`config.mk`:
```
export PLATFORM = sky130hd
export DESIGN_NAME = dmem_port_arbiter
export DESIGN_NICKNAME = d
export VERILOG_FILES = /design/src/rtl/dmem_arb_pkg.sv /design/src/rtl/rr_arb2.sv /design/src/rtl/dmem_port_arbiter.sv
export SDC_FILE = /design/constraint.sdc
export NUM_CORES = 1
export LEC_CHECK = 0
export CORE_ASPECT_RATIO = 1.2
export CORE_MARGIN = 8
export CORE_UTILIZATION = 41
export DETAILED_ROUTE_END_ITERATION = 10
export HOLD_SLACK_MARGIN = 0.15
export PLACE_DENSITY = 0.9
export SYNTH_ARGS = -nofsm -noshare
export SYNTH_HDL_FRONTEND = slang
export SYNTH_SLANG_ARGS = --single-unit
export TNS_END_PERCENT = 50
```
`constraint.sdc`:
```
create_clock -name CLK -period 3.93 [get_ports CLK]
set_input_delay 0.9825 -clock CLK [delete_from_list [all_inputs] [get_ports CLK]]
set_output_delay 0.9825 -clock CLK [all_outputs]
set_load 0.02 [all_outputs]
```
`src/rtl/dmem_arb_pkg.sv`:
```
// ---------------------------------------------------------------------------
// dmem_arb_pkg: shared types for the CPU/debug data-memory port arbiter
// Rev 1.0
// ---------------------------------------------------------------------------
`default_nettype none

package dmem_arb_pkg;

  typedef enum logic [1:0] {
    IDLE = 2'd0,
    REQ  = 2'd1,
    WAIT = 2'd2
  } state_t;

  localparam logic PORT_CPU = 1'b0;
  localparam logic PORT_DBG = 1'b1;

endpackage

`default_nettype wire

```
`src/rtl/rr_arb2.sv`:
```
// ---------------------------------------------------------------------------
// rr_arb2: two-way round-robin grant with a last-grant register
// Rev 1.0
// ---------------------------------------------------------------------------
`default_nettype none

module rr_arb2
  import dmem_arb_pkg::*;
(
  input  logic       CLK,
  input  logic       RESET,
  input  logic [1:0] req_i,
  input  logic       en_i,
  output logic [1:0] gnt_o
);

  logic last_q;
  logic last_d;

  // On a tie the port that was not granted last wins.
  always_comb begin
    gnt_o = 2'b00;
    case (req_i)
      2'b01:   gnt_o = 2'b01;
      2'b10:   gnt_o = 2'b10;
      2'b11:   gnt_o = (last_q == PORT_DBG) ? 2'b01 : 2'b10;
      default: gnt_o = 2'b00;
    endcase
  end

  always_comb begin
    last_d = last_q;
    if (en_i && (gnt_o != 2'b00)) begin
      last_d = gnt_o[1];
    end
  end

  always_ff @(posedge CLK) begin
    if (RESET) begin
      last_q <= PORT_DBG;
    end else begin
      last_q <= last_d;
    end
  end

endmodule

`default_nettype wire

```
`src/rtl/dmem_port_arbiter.sv`:
```
// ---------------------------------------------------------------------------
// dmem_port_arbiter: shares one data-memory port between CPU and debug loader
// Rev 1.0
// ---------------------------------------------------------------------------
`default_nettype none

module dmem_port_arbiter
  import dmem_arb_pkg::*;
#(
  parameter int ADDR_W    = 32,
  parameter int DATA_W    = 32,
  parameter int TIMEOUT   = 16,
  parameter int TIMEOUT_W = 5
) (
  input  logic              CLK,
  input  logic              RESET,
  input  logic              cpu_req_valid,
  input  logic              cpu_req_we,
  input  logic [ADDR_W-1:0] cpu_req_addr,
  input  logic [DATA_W-1:0] cpu_req_wdata,
  output logic              cpu_req_ready,
  output logic              cpu_rsp_valid,
  output logic [DATA_W-1:0] cpu_rsp_rdata,
  output logic              cpu_rsp_err,
  input  logic              dbg_req_valid,
  input  logic              dbg_req_we,
  input  logic [ADDR_W-1:0] dbg_req_addr,
  input  logic [DATA_W-1:0] dbg_req_wdata,
  output logic              dbg_req_ready,
  output logic              dbg_rsp_valid,
  output logic [DATA_W-1:0] dbg_rsp_rdata,
  output logic              dbg_rsp_err,
  output logic              mem_req_valid,
  input  logic              mem_req_ready,
  output logic              mem_req_we,
  output logic [ADDR_W-1:0] mem_req_addr,
  output logic [DATA_W-1:0] mem_req_wdata,
  input  logic              mem_rsp_valid,
  input  logic [DATA_W-1:0] mem_rsp_rdata
);

  localparam logic [TIMEOUT_W-1:0] TMR_LAST = TIMEOUT_W'(TIMEOUT - 1);

  state_t               state_q;
  logic                 owner_q;
  logic                 we_q;
  logic [ADDR_W-1:0]    addr_q;
  logic [DATA_W-1:0]    wdata_q;
  logic [TIMEOUT_W-1:0] timer_q;
  logic                 cpu_rsp_valid_q;
  logic [DATA_W-1:0]    cpu_rsp_rdata_q;
  logic                 cpu_rsp_err_q;
  logic                 dbg_rsp_valid_q;
  logic [DATA_W-1:0]    dbg_rsp_rdata_q;
  logic                 dbg_rsp_err_q;

  logic [1:0]           gnt;
  logic                 can_accept;
  logic                 accept;
  logic                 rsp_fire;
  logic                 rsp_err;
  logic [DATA_W-1:0]    rsp_rdata;

  // Hold off a new grant while a response pulse is on the outputs.
  assign can_accept = !RESET && (state_q == IDLE) && !cpu_rsp_valid_q && !dbg_rsp_valid_q;
  assign accept     = can_accept && (gnt != 2'b00);

  rr_arb2 u_rr_arb2 (
    .CLK   (CLK),
    .RESET (RESET),
    .req_i ({dbg_req_valid, cpu_req_valid}),
    .en_i  (accept),
    .gnt_o (gnt)
  );

  assign rsp_fire  = (state_q == WAIT) && (mem_rsp_valid || (timer_q == TMR_LAST));
  assign rsp_err   = !mem_rsp_valid;
  assign rsp_rdata = (mem_rsp_valid && !we_q) ? mem_rsp_rdata : '0;

  always_ff @(posedge CLK) begin
    if (RESET) begin
      state_q         <= IDLE;
      owner_q         <= PORT_CPU;
      we_q            <= 1'b0;
      addr_q          <= '0;
      wdata_q         <= '0;
      timer_q         <= '0;
      cpu_rsp_valid_q <= 1'b0;
      cpu_rsp_rdata_q <= '0;
      cpu_rsp_err_q   <= 1'b0;
      dbg_rsp_valid_q <= 1'b0;
      dbg_rsp_rdata_q <= '0;
      dbg_rsp_err_q   <= 1'b0;
    end else begin
      cpu_rsp_valid_q <= 1'b0;
      cpu_rsp_rdata_q <= '0;
      cpu_rsp_err_q   <= 1'b0;
      dbg_rsp_valid_q <= 1'b0;
      dbg_rsp_rdata_q <= '0;
      dbg_rsp_err_q   <= 1'b0;
      case (state_q)
        IDLE: begin
          if (accept) begin
            owner_q <= gnt[1];
            we_q    <= gnt[1] ? dbg_req_we    : cpu_req_we;
            addr_q  <= gnt[1] ? dbg_req_addr  : cpu_req_addr;
            wdata_q <= gnt[1] ? dbg_req_wdata : cpu_req_wdata;
            state_q <= REQ;
          end
        end
        REQ: begin
          if (mem_req_ready) begin
            timer_q <= '0;
            state_q <= WAIT;
          end
        end
        WAIT: begin
          if (rsp_fire) begin
            if (owner_q == PORT_CPU) begin
              cpu_rsp_valid_q <= 1'b1;
              cpu_rsp_rdata_q <= rsp_rdata;
              cpu_rsp_err_q   <= rsp_err;
            end else begin
              dbg_rsp_valid_q <= 1'b1;
              dbg_rsp_rdata_q <= rsp_rdata;
              dbg_rsp_err_q   <= rsp_err;
            end
            state_q <= IDLE;
          end else begin
            timer_q <= timer_q + TIMEOUT_W'(1);
          end
        end
        default: state_q <= IDLE;
      endcase
    end
  end

  assign cpu_req_ready = accept && gnt[0];
  assign dbg_req_ready = accept && gnt[1];
  assign cpu_rsp_valid = cpu_rsp_valid_q;
  assign cpu_rsp_rdata = cpu_rsp_rdata_q;
  assign cpu_rsp_err   = cpu_rsp_err_q;
  assign dbg_rsp_valid = dbg_rsp_valid_q;
  assign dbg_rsp_rdata = dbg_rsp_rdata_q;
  assign dbg_rsp_err   = dbg_rsp_err_q;
  assign mem_req_valid = (state_q == REQ);
  assign mem_req_we    = we_q;
  assign mem_req_addr  = addr_q;
  assign mem_req_wdata = wdata_q;

endmodule

`default_nettype wire
```
==> summary.txt <==
Status
  • Outcome: finished clean

Synth
  • Most used flip-flop cell after synthesis: sky130_fd_sc_hd__dfxtp_1
  • Most frequent cells after synthesis: sky130_fd_sc_hd__dfxtp_1, sky130_fd_sc_hd__nand2_1, sky130_fd_sc_hd__a21oi_1
  • Share of synthesized cell area in full adder, half adder and majority cells: 0.483%
  • Mux contribution to synthesized area: 0%
  • Top cells by area in the synthesized netlist: sky130_fd_sc_hd__dfxtp_1, sky130_fd_sc_hd__a311oi_1, sky130_fd_sc_hd__nand2_1, sky130_fd_sc_hd__and3_1, sky130_fd_sc_hd__a21oi_1
  • Number of unique standard cell types used by synthesis: 30
  • Gate count after technology mapping: 574
  • Cell area after technology mapping: 5180 um^2
  • Parity-gate share of the synthesized area counting xor and xnor cells: 0%
  • Cell type contributing the most total cell area after synthesis: sky130_fd_sc_hd__dfxtp_1
  • Total number of yosys warnings: 0
  • Synthesis-stage register bit count: 142
  • Fraction of the mapped netlist area in compound gates: 19.1%
  • Share of flip-flops with an asynchronous set or reset: 0%
  • Largest family of logic cells by synthesized area: simple AND/OR/NAND/NOR gates
  • Part of the Yosys area used for sequential elements: 54.8%
  • Avg Cell Area, Syn: 9.03 um^2
  • Simple-gate share of the synthesized area: 20.9%
  • Number of synthesized flops with an enable pin: 0
  • Post-synth top area share: 54.8%
  • Dominant cell by count in the synthesized netlist: sky130_fd_sc_hd__dfxtp_1
  • Syn Nets: 744

Timing
  • Final-report setup violation count: 0
  • Measured slew at the worst slew-check pin: 0.814 ns
  • Final Hold Fails: 0
  • Final min period: 3.71 ns
  • Max-slew violations: 0
  • Relative slew slack: 45.7%
  • Final period utilization: 94.5%
  • Max Clock Freq: 269 MHz
  • Setup repair after global routing missed its margin: false
  • Worst Skew: 0.00890 ns
  • Post-route setup TNS: 0 ns

Floorplanning
  • Die area: 16,500 um^2
  • Core ar.: 12,500 um^2
  • Die outline width: 119 um
  • Die span in y: 139 um
  • I/O pin total: 304
  • Row count: 45
  • Initial standard-cell utilization of the core: 41.5%

Final layout
  • Number of inserted diodes: 0
  • Fraction of final layout cells with drive strength greater than 1: 6.36%
  • Synthesis-to-layout area growth: 71.6%
  • Number of nets at the end of the flow: 1,022
  • Fillers: 929

GRT
  • Maximum number of pins on one net before global-route repair: 75
  • Number of antenna violations at the first check in global routing: 0
  • Total global routing track utilization: 22.7%
  • Met2 Usage GRT: 37.9%
  • Global-route met1 utilization: 25.1%
  • Via count of the first global-routing pass: 5,557
  • Wire length of the first global-routing pass: 30,000 um
  • GR met3 Demand/Resource: 9.00%
  • Top Usage Layer GRT: met2
  • Overflow left after global routing: 0

Worst setup path
  • Worst Path Max Fanout: 5
  • Master of the slowest instance on the critical path: sky130_fd_sc_hd__clkdlybuf4s50_1
  • Critical path startpoint category: primary input
  • Classification of the worst setup path: primary input to output port
  • Req. time, crit path: 2.95 ns
  • Register-to-Register Setup Slack: 1.58 ns
  • Critical path buffer and inverter count: 2
  • Worst path arrival time: 2.73 ns
  • Most frequent CP cell: sky130_fd_sc_hd__clkdlybuf4s50_1
  • Capturing point of the worst reg2reg path: mem_req_wdata[5]
  • Crit Reg-Reg Startpoint: state_q[1]
  • Ordered list of cells on the worst path: clkdlybuf4s50_1 > o21ba_2 > nand2_1 > a21oi_1 > clkdlybuf4s50_1
  • Top cell family by delay on the critical path: buffers and inverters
  • Delay of the slowest cell on the worst path: 0.66 ns
  • Number of cells on the worst reg-to-reg path: 5
  • Kind of end point of the critical path: output port

Power and ir drop
  • Static leakage: 3.56 nW
  • Net switching power: 0.00103 W
  • Reg power frac: 41.8%
  • Overall Power: 0.00371 W
  • Portion of total power attributed to combinational logic: 18.1%
  • Switching fraction of total power: 27.7%
  • Internal Power: 0.00268 W
  • Fraction of power consumed by the clock network: 40.1%
  • Power Dens Cells: 417 nW/um^2
  • Worst vdd rail ir drop: 0.000311 V

Drt
  • Routed via count divided by cell count: 5.27
  • Routed wire length: 18,900 um
  • Number of remaining DRC errors: 0
  • Average wire length per cell after detail routing: 18.4 um
  • DRT Pass-1 Iters: 5
  • Number of violations reported at the end of detailed-routing iteration 0: 317
  • Total via count in the routed design: 5,419
  • Antenna-violating nets left: 0

Clock tree
  • Clock root buffer master: sky130_fd_sc_hd__clkbuf_16
  • CTS-repair resized insts: 0
  • Buffer depth of the longest clock path: 2
  • CTS sink cnt: 142
  • Clk pin slew, worst setup/hold paths: 0.06 ns
  • Htree depth: 4
  • TritonCTS clock tree: yes
  • Number of clock buffers inserted by TritonCTS: 17
  • Hold-fix buffers, CTS: 0
  • Postcts setup bufs: 0
  • Later-pin clock latency in the skew report: 0.41 ns

Job
  • Max cap viols: 0

Placement
  • Gp weighted congestion: 0.813
  • # port buffers: 303
  • Final HPWL from detailed placement: 13,700 um

Worst hold path
  • Hold-critical path endpoint: timer_q[4]
  • Origin of the worst min-delay path: timer_q[4]
  • Number of cells on the worst hold path: 2
  • Type of the most critical hold path: flip-flop to flip-flop
[power groups by stage]
stage	clock [W]	combinational (W)	sequential [W]
after floorplan	0	0.000217	0.00165
after global placement	0	0.000663	0.00158
after detailed placement	0	0.000673	0.00158
after CTS	0.00152	0.000676	0.00155
after global routing	0.00159	0.000723	0.00156
final	0.00149	0.000671	0.00155
[worst min-delay path: stages, from the launching register on]
cell and delay (ns):
sky130_fd_sc_hd__dfxtp_1 0.31, sky130_fd_sc_hd__nand3_1 0.07, sky130_fd_sc_hd__a21oi_1 0.06
[flip-flops by register name, summed over array words and instances (netlist names), 2 cells and up]
signal,cells
cpu_rsp_rdata,32
dbg_rsp_rdata,32
mem_req_addr,32
mem_req_wdata,32
state_q,2
timer_q,5
[stage by stage]
stage / cells / worst slack (ns) / utilization (%) / cell area [um^2] / hold slack [ns]
after floorplan: 574 / 0.746 / - / 5180 / 0.444
after detailed placement: 997 / 0.211 / 66.7 / 8340 / 0.465
after global routing: 1029 / 0.118 / 71.2 / 8900 / 0.521
after CTS: 1029 / 0.201 / 71.2 / 8900 / 0.488
final: 1029 / 0.216 / 71.2 / 8900 / 0.483
after global placement: 997 / 0.243 / 66.7 / 8340 / 0.452
[per-layer routing]
metal,wire length (um),vias to the layer above
met3,1710,28
li1,-,2608
met2,9390,256
met4,466,0
met5,0,-
met1,7360,2527
[cells in the final DEF, fill, tap and decap left out, drive strengths merged]
master,instances
a21bo,1
a21boi,1
a21oi,75
a311oi,65
and2,1
and3,65
and4,1
and4b,2
buf,16
clkbuf,17
clkdlybuf4s50,302
clkinv,5
clkinvlp,4
dfxtp,142
ha,2
inv,8
nand2,132
nand2b,4
nand3,4
nand3b,1
nor2,1
nor2b,4
nor3,1
nor4,1
nor4b,1
o21ai,2
o21ba,1
o21bai,1
or2,1
or3,2
or4b,2
[worst max-delay path by stage]
stage	from	to	slack, ns	cells past startpoint
final	cpu_req_valid	dbg_req_ready	0.22	5
after global routing	cpu_req_valid	dbg_req_ready	0.12	5
after CTS	cpu_req_valid	dbg_req_ready	0.20	5
after detailed placement	cpu_req_valid	dbg_req_ready	0.21	5
after global placement	cpu_req_valid	dbg_req_ready	0.24	5
after floorplan	RESET	dbg_req_ready	0.75	5
[kinds of logic after synthesis]
group | count (synthesis)
buffers and inverters | 61
AO/OA/AOI/OAI | 146
adder cells (fa/ha/maj) | 2
flip-flops | 142
AND/OR/NAND/NOR | 223
[area by class of cell]
type / count / area (um^2) / share of cell area (%)
Timing Repair Buffer: 318 / 3170 / 35.6
Tap cell: 164 / 205 / 2.31
Inverter: 2 / 7.51 / 0.0844
Sequential cell: 142 / 2840 / 32.0
Clock buffer: 17 / 425 / 4.78
Multi-Input combinational cell: 371 / 2120 / 23.9
Clock inverter: 15 / 129 / 1.45
(Power assumes the default switching activity.)
